### src/rtl/id_ex_stage.sv
// ID/EX pipeline register for the 5-stage MIPS core: captures the decoded bundle,
// detects load-use hazards, inserts NOOP bubbles on hazard or flush, and counts events.
module id_ex_stage #(
  parameter int DW = 32,
  parameter int CW = 16
) (
  input  logic          clk,
  input  logic          reset,
  input  logic          valid_d,
  input  logic [15:0]   muxctrl_d,
  input  logic [2:0]    memctrl_d,
  input  logic [4:0]    aluctrl_d,
  input  logic [4:0]    rs_d,
  input  logic [4:0]    rt_d,
  input  logic [4:0]    rd_d,
  input  logic [4:0]    shamt_d,
  input  logic [DW-1:0] reg1_d,
  input  logic [DW-1:0] reg2_d,
  input  logic [DW-1:0] imm_d,
  input  logic [DW-1:0] pc4_d,
  input  logic          flush,
  input  logic          ex_stall,
  output logic          valid_e,
  output logic [15:0]   muxctrl_e,
  output logic [2:0]    memctrl_e,
  output logic [4:0]    aluctrl_e,
  output logic [4:0]    rs_e,
  output logic [4:0]    rt_e,
  output logic [4:0]    shamt_e,
  output logic [DW-1:0] reg1_e,
  output logic [DW-1:0] reg2_e,
  output logic [DW-1:0] imm_e,
  output logic [DW-1:0] pc4_e,
  output logic [4:0]    dest_e,
  output logic          stall_id,
  output logic [CW-1:0] stall_cnt,
  output logic [CW-1:0] flush_cnt
);

  localparam logic [4:0] NOOP_ALU = 5'b01101;

  typedef struct packed {
    logic          valid;
    logic [15:0]   muxctrl;
    logic [2:0]    memctrl;
    logic [4:0]    aluctrl;
    logic [4:0]    rs;
    logic [4:0]    rt;
    logic [4:0]    shamt;
    logic [DW-1:0] reg1;
    logic [DW-1:0] reg2;
    logic [DW-1:0] imm;
    logic [DW-1:0] pc4;
    logic [4:0]    dest;
  } bundle_t;

  bundle_t       bundle_reg, bundle_next, capture, bubble;
  logic [CW-1:0] stall_cnt_reg, stall_cnt_next;
  logic [CW-1:0] flush_cnt_reg, flush_cnt_next;
  logic [4:0]    dest_d;
  logic          uses_rs, uses_rt, hazard;

  // JAL links to r31; I/J formats write rt; R-type writes rd.
  always_comb begin
    if (muxctrl_d[10])
      dest_d = 5'd31;
    else if (muxctrl_d[1:0] != 2'b00)
      dest_d = rt_d;
    else
      dest_d = rd_d;
  end

  assign uses_rs = ~muxctrl_d[6] & ~(muxctrl_d[7] & muxctrl_d[1]);
  assign uses_rt = ((muxctrl_d[1:0] == 2'b00) & ~muxctrl_d[7]) | muxctrl_d[9] | memctrl_d[1];

  assign hazard = valid_d & bundle_reg.valid & bundle_reg.memctrl[2] & (bundle_reg.dest != 5'd0)
                & ((uses_rs & (rs_d == bundle_reg.dest)) | (uses_rt & (rt_d == bundle_reg.dest)));

  // A flush kills the dependent instruction, so the front end must not be held for it.
  assign stall_id = ex_stall | (hazard & ~flush);

  always_comb begin
    bubble         = '0;
    bubble.aluctrl = NOOP_ALU;

    capture.valid   = valid_d;
    capture.muxctrl = muxctrl_d;
    capture.memctrl = memctrl_d;
    capture.aluctrl = aluctrl_d;
    capture.rs      = rs_d;
    capture.rt      = rt_d;
    capture.shamt   = shamt_d;
    capture.reg1    = reg1_d;
    capture.reg2    = reg2_d;
    capture.imm     = imm_d;
    capture.pc4     = pc4_d;
    capture.dest    = dest_d;

    bundle_next    = bundle_reg;
    stall_cnt_next = stall_cnt_reg;
    flush_cnt_next = flush_cnt_reg;
    if (ex_stall) begin
      bundle_next = bundle_reg;
    end else if (flush) begin
      bundle_next = bubble;
      if (flush_cnt_reg != '1)
        flush_cnt_next = flush_cnt_reg + CW'(1);
    end else if (hazard) begin
      bundle_next = bubble;
      if (stall_cnt_reg != '1)
        stall_cnt_next = stall_cnt_reg + CW'(1);
    end else begin
      bundle_next = capture;
    end
  end

  always_ff @(posedge clk) begin
    if (reset) begin
      bundle_reg    <= bubble;
      stall_cnt_reg <= '0;
      flush_cnt_reg <= '0;
    end else begin
      bundle_reg    <= bundle_next;
      stall_cnt_reg <= stall_cnt_next;
      flush_cnt_reg <= flush_cnt_next;
    end
  end

  assign valid_e   = bundle_reg.valid;
  assign muxctrl_e = bundle_reg.muxctrl;
  assign memctrl_e = bundle_reg.memctrl;
  assign aluctrl_e = bundle_reg.aluctrl;
  assign rs_e      = bundle_reg.rs;
  assign rt_e      = bundle_reg.rt;
  assign shamt_e   = bundle_reg.shamt;
  assign reg1_e    = bundle_reg.reg1;
  assign reg2_e    = bundle_reg.reg2;
  assign imm_e     = bundle_reg.imm;
  assign pc4_e     = bundle_reg.pc4;
  assign dest_e    = bundle_reg.dest;
  assign stall_cnt = stall_cnt_reg;
  assign flush_cnt = flush_cnt_reg;

endmodule

### config.mk
export PLATFORM = sky130hd
export DESIGN_NAME = id_ex_stage
export DESIGN_NICKNAME = d
export VERILOG_FILES = /design/src/rtl/id_ex_stage.sv
export SDC_FILE = /design/constraint.sdc
export NUM_CORES = 1
export LEC_CHECK = 0
export ABC_AREA = 1
export CAP_MARGIN = 20
export CORE_AREA = 5 5 146 148
export CTS_BUF_LIST = sky130_fd_sc_hd__clkbuf_2 sky130_fd_sc_hd__clkbuf_4 sky130_fd_sc_hd__clkbuf_8
export DETAILED_ROUTE_END_ITERATION = 8
export DIE_AREA = 0 0 151 153
export HOLD_SLACK_MARGIN = 0.02
export PLACE_DENSITY = 0.81
export SLEW_MARGIN = 20
export SYNTH_ARGS = -nofsm -noshare
export SYNTH_HDL_FRONTEND = slang
export SYNTH_SLANG_ARGS = --single-unit
### constraint.sdc
create_clock -name clk -period 2.75 [get_ports clk]
set_input_delay 0.275 -clock clk [delete_from_list [all_inputs] [get_ports clk]]
set_output_delay 0.275 -clock clk [all_outputs]
set_load 0.01 [all_outputs]
# After elaboration in Yosys (flattened, before gate mapping)
# Index checks and enable logic that the tools add are counted.
# word_totals
ff_bits	205
wordCells	48
# op_classes
n_addsub	2
eq_ne	4
n_mux	4
bitwise	19
n_reduce_logical	5
# ops
cell	count
173-bit two-way mux	2
16-bit by 1-bit adder with 16-bit output, second input constant	2
16-bit inequality test, second input constant	2
1-bit AND	10
5-bit == test	2
5-bit two-way mux	2
1-bit inverter	5
5-bit nonzero test	1
1-bit bitwise OR	4
4-bit AND reduction	1
3-bit AND reduction	1
2-bit zero test	1
2-bit nonzero test	1

# Logic depth before layout (Yosys ltp)
# logic_depth
ltp_word	9
mapped_depth	11
mapped_depth_nobuf	10

# Worst setup path before layout
# No wires, ideal clock.
# synth_timing
path_kind	register -> output
startpoint	register bundle_reg, in the netlist dest_e[0]
endpoint	output port stall_id
t_arrival_ps	1439
required_ps	2475
path_slack_ps	1036
stages_incl_launch_ff	11
path_buffers	2
path_cell_list	dfxtp_1 > inv_2 > nand2_1 > nand2_1 > nor2_2 > nand3_2 > nand2_2 > nand2_2 > buf_6 > buf_6 > o21ai_1
# synth_via
elab_chain_cells	6
elab_cells_between_ends	10
# synth_lines
element	line	rtl
start: declaration	57	bundle_t bundle_reg, bundle_next, capture, bubble;
start signal: assignment	119	bundle_reg <= bubble;
start signal: assignment	123	bundle_reg <= bundle_next;
5-bit == test	77	& ((uses_rs & (rs_d == bundle_reg.dest)) | (uses_rt & (rt_d == bundle_reg.dest)));
1-bit AND	77	
1-bit bitwise OR	77	
1-bit AND (*)	77	
1-bit AND (*)	80	assign stall_id = ex_stall | (hazard & ~flush);
1-bit bitwise OR (*)	80	
end: declaration	35	output logic stall_id,
# Mark *: on every way between the ends. The rest lies on a longest branch, timed or not.

# Worst setup path in the final report
# layout_timing
startpoint	register bundle_reg, in the netlist dest_e[2]
endpoint	output port stall_id
# Same word-level chain as after synthesis.

==> flow_metrics.env <==
export IMPL_status="completed"
export IMPL_setup_viol=0
export IMPL_power_leakage_nw=4.64
export IMPL_hold_violations=0
export IMPL_final_nets=1638
export IMPL_finalCriticalPeriod_ns=2.31
export IMPL_unrepaired_setup_endpoints_after_global_routing="false"
export IMPL_antennaDiodeCount=0
export IMPL_relSlewSlack_pct=39.4
export IMPL_n_fill_cell=1699
export IMPL_avgSynthCellArea_um2=7.60
export IMPL_ys_warn_count=0
export IMPL_crit_path_cell_trace="inv_1 -> nand2_1 -> nand2_1 -> nor2_1 -> nand3_2 -> nand2_2 -> nand2_8 -> o21ai_1 -> dlymetal6s2s_1"
export IMPL_min_delay_start="reset"
export IMPL_grt_total_usage_pct=24.1
export IMPL_achievable_frequency_mhz=434
export IMPL_row_count=52
export IMPL_clk_transition_reported_paths_ns=0.06
export IMPL_critPathMaxFanout=5
export IMPL_detailed_place_hpwl_um=20600
export IMPL_drt_wl_total_um=29600
export IMPL_timing_rr_start="dest_e[2]$_SDFFE_PP0N_"
export IMPL_tritoncts_clock_tree="built"
export IMPL_final_min_period_over_clock_period_pct=83.8
export IMPL_synth_ff_latch_count=205
export IMPL_syn_cell_area_mm2=0.00846
export IMPL_tns_ns=0
export IMPL_area_growth_pct=54.3
export IMPL_port_buffers=382
export IMPL_register_area_mm2=0.00411
export IMPL_root_buffer="sky130_fd_sc_hd__clkbuf_8"
export IMPL_post_route_cells_drive_above_1_share_pct=6.88
export IMPL_maximum_number_of_pins_on_one_net_before_global_route_repair=174
export IMPL_h_tree_depth=2
export IMPL_ir_worst_vdd_uv=401
export IMPL_stage_delay_of_the_slowest_cell_on_the_critical_path_ns=0.42
export IMPL_power_density_mw_per_mm2=527
export IMPL_fin_skew_ns=0.0144
export IMPL_crit_path_capture_type="output pin"
export IMPL_antenna_found_initial=1
export IMPL_cts_hold_buffers=0
export IMPL_cp_required_ns=2.48
export IMPL_critPathKind="flop to output pin"
export IMPL_grt_overflow_total=0
export IMPL_total_area_of_multi_input_combinational_cells_mm2=0.00372
export IMPL_utilization_pct=65.6
export IMPL_initial_cell_density_of_the_core_pct=42.5
export IMPL_critical_path_startpoint_type="flop"
export IMPL_slew_viol_final=0
export IMPL_maxCapViolCount=0
export IMPL_number_of_global_route_vias_before_repair=8656
export IMPL_drc_errors=0
export IMPL_critPathLaunch="dest_e[2]$_SDFFE_PP0N_"
export IMPL_design_portCount=383
export IMPL_floorplan_die_area_mm2=0.0231
export IMPL_clock_sinks=205
export IMPL_synth_seq_area_share_pct=48.5
export IMPL_postSynthCellCount=1114
export IMPL_cts_buffers_inserted=35
export IMPL_avgViaCountPerCell=5.16
export IMPL_floorplan_die_height_um=153
export IMPL_gp_routability_congestion=0.914
export IMPL_cell_seen_most_often_among_critical_path_stages="sky130_fd_sc_hd__nand2_1"
export IMPL_drt_pass1_iter_count=5
export IMPL_clock_latency_ns=0.51
export IMPL_stdcell_area_mm2=0.0131
export IMPL_synthesis_nets=1293
export IMPL_fp_coreArea_mm2=0.0199
export IMPL_detail_route_iter0_violations=474
export IMPL_detailed_place_area_mm2=0.0123
export IMPL_first_pass_grt_wire_length_um=45600
export IMPL_worst_path_max_delay_cell="sky130_fd_sc_hd__dfxtp_1"
export IMPL_ctsLongestPathBuffers=3
export IMPL_width_of_the_die_um=151
export IMPL_drtAntennaViolNets=0
export IMPL_hold_class="input pin to flop"
export IMPL_routed_via_count=9040
export IMPL_synth_lib_cells_used_distinct=27
export IMPL_worstMarginPinSlew_ns=0.909
export IMPL_critPathArrivalTime_ns=2.03
export IMPL_routedWlPerCell_um=16.9
## cell type report
cell class,instances,area share (%)
clock buffers,55,5.22
clock inverters,5,0.441
inverters,45,1.29
multi-input cells,778,28.5
flip-flops and latches,205,31.5
well taps,270,2.59
repair buffers,394,30.5
## cell usage in the layout (no fill, tap or decap), types with 4 or more instances in the layout
cell type,instances
sky130_fd_sc_hd__o21ai_0,7
sky130_fd_sc_hd__nor3_1,9
sky130_fd_sc_hd__nand4_1,24
sky130_fd_sc_hd__nor2_1,42
sky130_fd_sc_hd__o211ai_1,5
sky130_fd_sc_hd__clkdlybuf4s50_1,379
sky130_fd_sc_hd__inv_2,4
sky130_fd_sc_hd__buf_12,5
sky130_fd_sc_hd__nand3_1,175
sky130_fd_sc_hd__dfxtp_1,202
sky130_fd_sc_hd__clkbuf_4,12
sky130_fd_sc_hd__xor2_1,10
sky130_fd_sc_hd__nand3_2,12
sky130_fd_sc_hd__nand2_1,273
sky130_fd_sc_hd__a21oi_1,196
sky130_fd_sc_hd__buf_4,8
sky130_fd_sc_hd__clkbuf_8,43
sky130_fd_sc_hd__o21ai_1,4
sky130_fd_sc_hd__xnor2_1,6
sky130_fd_sc_hd__inv_1,41
## per-layer routing
| metal | wire, um | vias up | global-route usage (%) |
|---|---|---|---|
| li1 | - | 4424 | - |
| met1 | 11000 | 4175 | 27.4 |
| met2 | 14700 | 371 | 42.2 |
| met3 | 2890 | 68 | 8.17 |
| met4 | 1030 | 2 | 8.07 |
| met5 | 7 | - | 0 |
## synth_stat cells
cell type                    n  area, um^2
sky130_fd_sc_hd__a211oi_1    2        15.0
sky130_fd_sc_hd__a21oi_1   196         981
sky130_fd_sc_hd__a21oi_2     1        8.76
sky130_fd_sc_hd__a31oi_1     1        6.26
sky130_fd_sc_hd__and3_1      1        6.26
sky130_fd_sc_hd__buf_2      18        90.1
sky130_fd_sc_hd__buf_4       2        15.0
sky130_fd_sc_hd__buf_6      18         203
sky130_fd_sc_hd__clkbuf_1   48         180
sky130_fd_sc_hd__dfxtp_1   205        4100
sky130_fd_sc_hd__ha_1        2        25.0
sky130_fd_sc_hd__inv_1      41         154
sky130_fd_sc_hd__inv_2       4        15.0
sky130_fd_sc_hd__nand2_1   273        1020
sky130_fd_sc_hd__nand2_2     3        18.8
sky130_fd_sc_hd__nand3_1   175         876
sky130_fd_sc_hd__nand3_2    12         120
sky130_fd_sc_hd__nand4_1    24         150
sky130_fd_sc_hd__nand4_2     1        12.5
sky130_fd_sc_hd__nor2_1     43         161
sky130_fd_sc_hd__nor2_2      3        18.8
sky130_fd_sc_hd__nor3_1      9        45.0
sky130_fd_sc_hd__o211ai_1    5        37.5
sky130_fd_sc_hd__o21ai_0     7        35.0
sky130_fd_sc_hd__o21ai_1     4        20.0
sky130_fd_sc_hd__xnor2_1     6        52.6
sky130_fd_sc_hd__xor2_1     10        87.6
## cells by family (layout without fill, tap and decap cells)
logic type | Yosys count | count (layout) | synth area share (%)
AND/OR/NAND/NOR | 544 | 544 | 28.8
AO/OA/AOI/OAI | 216 | 216 | 13.0
adder cells (fa/ha/maj) | 2 | 2 | 0.296
flip-flops | 205 | 205 | 48.5
buffers and inverters | 131 | 499 | 7.76
XOR/XNOR | 16 | 16 | 1.66
## where the power goes
part	leakage, nW	total [mW]	switching, mW	internal (mW)
Sequential	1.67	3.13	0.0576	3.07
Combinational	2.59	0.884	0.392	0.493
Clock	0.383	2.87	1.21	1.67
## through the flow
stage	hold WS [ns]	cells	power (mW)	worst slack [ns]
2_1_floorplan	0.418	1114	3.52	1.04
4_1_cts	0.149	1752	6.98	0.00624
3_3_place_gp	0.445	1692	4.06	0.214
5_1_grt	0.153	1752	7.20	0.299
3_5_place_dp	0.454	1692	4.08	0.174
6_report	0.171	1752	6.89	0.444
## what timing repair did
action,4_1_cts,5_1_grt
endpoints found under the setup margin,0,1
endpoints found under the hold margin,0,0
setup buffers,0,0
resized for setup,0,4
## final timing paths
path / cells after the start / endpoint / slack [ns]
worst min-delay path: 2 / flush_cnt[0]$_SDFFE_PP0P_ / 0.17
worst min register to register: 2 / reg1_e[18]$_SDFFE_PP0N_ / 0.46
worst max register to register: 8 / rs_e[4]$_SDFFE_PP0N_ / 0.54
worst max-delay path: 9 / stall_id / 0.44
## worst max-delay path, delay by kind of cell, from the launching register on
kind | cells | cell delay (ns)
flip-flops | 1 | 0.42
AND/OR/NAND/NOR | 6 | 0.62
buffers and inverters | 2 | 0.34
AO/OA/AOI/OAI | 1 | 0.14
(Power assumes the default switching activity.)
==> RTL change, RTL diff (same settings) <==
Register the output `flush_cnt` once more, without a reset; this adds one clock of latency there. The other outputs are not delayed to match.
--- a/src/rtl/id_ex_stage.sv
+++ b/src/rtl/id_ex_stage.sv
@@ -140,5 +140,7 @@
   assign dest_e    = bundle_reg.dest;
   assign stall_cnt = stall_cnt_reg;
-  assign flush_cnt = flush_cnt_reg;
+  always_ff @(posedge clk) begin
+    flush_cnt <= flush_cnt_reg;
+  end
 
 endmodule
Formal check against the unedited RTL: not equivalent (a bounded check fails within 4 cycles, from zero or initial values and one cycle with reset high).
==> RTL change against the original RTL <==
  * Synthesized cell count rose by 0.99%
  * Non-clock buffer count rose by 1
  * Sequential share of layout area rose by 1.1 points
  * Total power rose by 6.6%
  * Sequential cell count rose by 16
  * First-iteration DRC count fell by 9.9%
  * Cell area rose by 4.2%
  * Routed wire length rose by 2.2%
  * Synthesized area rose by 6.0%
  * Core utilization rose by 2.7 points
  * Count of clock-buffer cells in the layout rose by 1
  * Setup slack improved by 0.067 ns
  * Critical endpoint unchanged
  * Highest routed layer is now met4
==> RTL change: results (changes against the original RTL) <==
placer congestion estimate = 0.9080 (-0.66%)
CTS Buffer Depth = 3 (unchanged)
CTS buffer count = 38 (+8.6%)
largest cells by area after synthesis = dfxtp_1 (49%), nand2_1 (11%), a21oi_1 (11%)
worst hold path type = in -> reg
Leak Pwr = 0.004858 uW (+4.6%)
synth cell count leaders = nand2_1 (274), dfxtp_1 (221), a21oi_1 (199), nand3_1 (145), clkbuf_1 (47)
Worst EP arrival = 1.96 ns (-0.07 ns)
Pre-antenna DRT Iters = 4 (-1)
vias in the first global route = 8,611 (-0.52%)
CTS H-tree depth = 2 (unchanged)
first-pass GRT wire length = 46,160 um (+1.2%)
ys flop type = dfxtp_1
clock slew at reported path FFs = 0.06 ns (about the same)
post-CTS setup buffers = 0 (unchanged)
asr flop ratio synth = 0 (unchanged)
Synth Net Count = 1,304 (+0.85%)
clk_skew = 0.01119 ns (-0.003199 ns)
reg2reg path depth = 8 (unchanged)
yosys warns = 0 (unchanged)
post-synthesis sequential area ratio = 0.4930 (+0.008040)
initial DRC count = 427 (-9.9%)
Hold Crit Depth = 3 (+1)
Root Driver = clkbuf_8
vias per cell = 5.128 (-0.61%)
layout cells sized above 1 = 0.09693 (+0.02810)
port bufs = 382 (unchanged)
DPL Wire Length = 21,240 um (+2.9%)
FILL cells = 1,616 (-4.9%)
gr usage total = 0.2457 (+0.004329)
worst vdd ir = 0.4257 mV (+6.3%)
DR WL/cell = 17.14 um (+1.3%)
placed instance area = 12,790 um^2 (+3.9%)
Yosys cell types = 30 (+11%)
final-stage net count = 1,651 (+0.79%)
status = complete, no violations
pin count of the biggest net entering global routing = 117 (-33%)
Skew-Pair Late Insertion Delay = 0.52 ns
Rel. slew slack = 0.3750 (-0.01902)
initial antenna violation count = 1 (unchanged)
CP max FO = 17 (+12)
[RTL change: path summary, 6_finish.rpt]
kind	startpoint	endpoint	slack, ns
setup / recovery	dest_e[2]	stall_id	0.51
setup reg to reg	dest_e[2]	reg2_e[16]	0.66
hold reg to reg	flush_cnt_reg[4]	flush_cnt[4]	0.37
hold / removal	ex_stall	reg1_e[26]	0.07
[RTL change: through the flow]
step / power (uW) / hold WS (ns) / util / std cells / worst slack (ns)
after floorplan: 3782 / 0.3460 / - / 1125 / 1.004
after global placement: 4330 / 0.3568 / 0.6427 / 1702 / 0.2057
after detailed placement: 4344 / 0.3626 / 0.6427 / 1702 / 0.1828
after CTS: 7430 / 0.03294 / 0.6823 / 1766 / 0.01842
after global routing: 7657 / 0.05345 / 0.6830 / 1767 / 0.3082
final: 7343 / 0.07221 / 0.6830 / 1767 / 0.5116
[RTL change: worst max-delay path: stages, from the launching register on]
cell	delay (ns)
dfxtp_2	0.39
inv_1	0.10
nand2_1	0.07
nand2_1	0.05
nor2_1	0.11
nand3_2	0.14
nand2_4	0.15
nand2_8	0.13
o21ai_1	0.13
dlymetal6s2s_1	0.17
[RTL change: kinds of logic after synthesis]
group,Yosys count,share of synthesized area
AO/OA/AOI/OAI,216,0.1239
XOR/XNOR,19,0.01854
adder cells (fa/ha/maj),2,0.002788
buffers and inverters,129,0.07361
flip-flops,221,0.4930
AND/OR/NAND/NOR,538,0.2882
[RTL change: layer usage]
layer / up-vias / wire length (um) / GRT usage
met3: 72 / 3129 / 0.09209
met2: 378 / 14720 / 0.4132
met5: - / 0 / 0
li1: 4450 / - / -
met1: 4162 / 11270 / 0.2793
met4: 0 / 1162 / 0.1006
[RTL change: cell type report]
| type | count | area (um^2) | share of cell area |
|---|---|---|---|
| antenna | 1 | 2.502 | 0.0001840 |
| tap | 270 | 337.8 | 0.02484 |
| inverter | 41 | 153.9 | 0.01132 |
| sequential | 221 | 4431 | 0.3258 |
| multi-input combinational | 775 | 3914 | 0.2878 |
| timing repair buffer | 395 | 3973 | 0.2921 |
| clock buffer | 56 | 714.4 | 0.05254 |
| clock inverter | 8 | 72.57 | 0.005337 |
[RTL change: power breakdown]
group / switching (uW) / internal, uW / total (uW)
combinational: 408 / 500 / 908
clock: 1310 / 1760 / 3060
sequential: 60.0 / 3310 / 3370
total: 1770 / 5570 / 7340
[RTL change: timing repair]
action / CTS / global route
cloned: 0 / 0
setup endpoints to repair: 1 / 1
resized for setup: 2 / 5
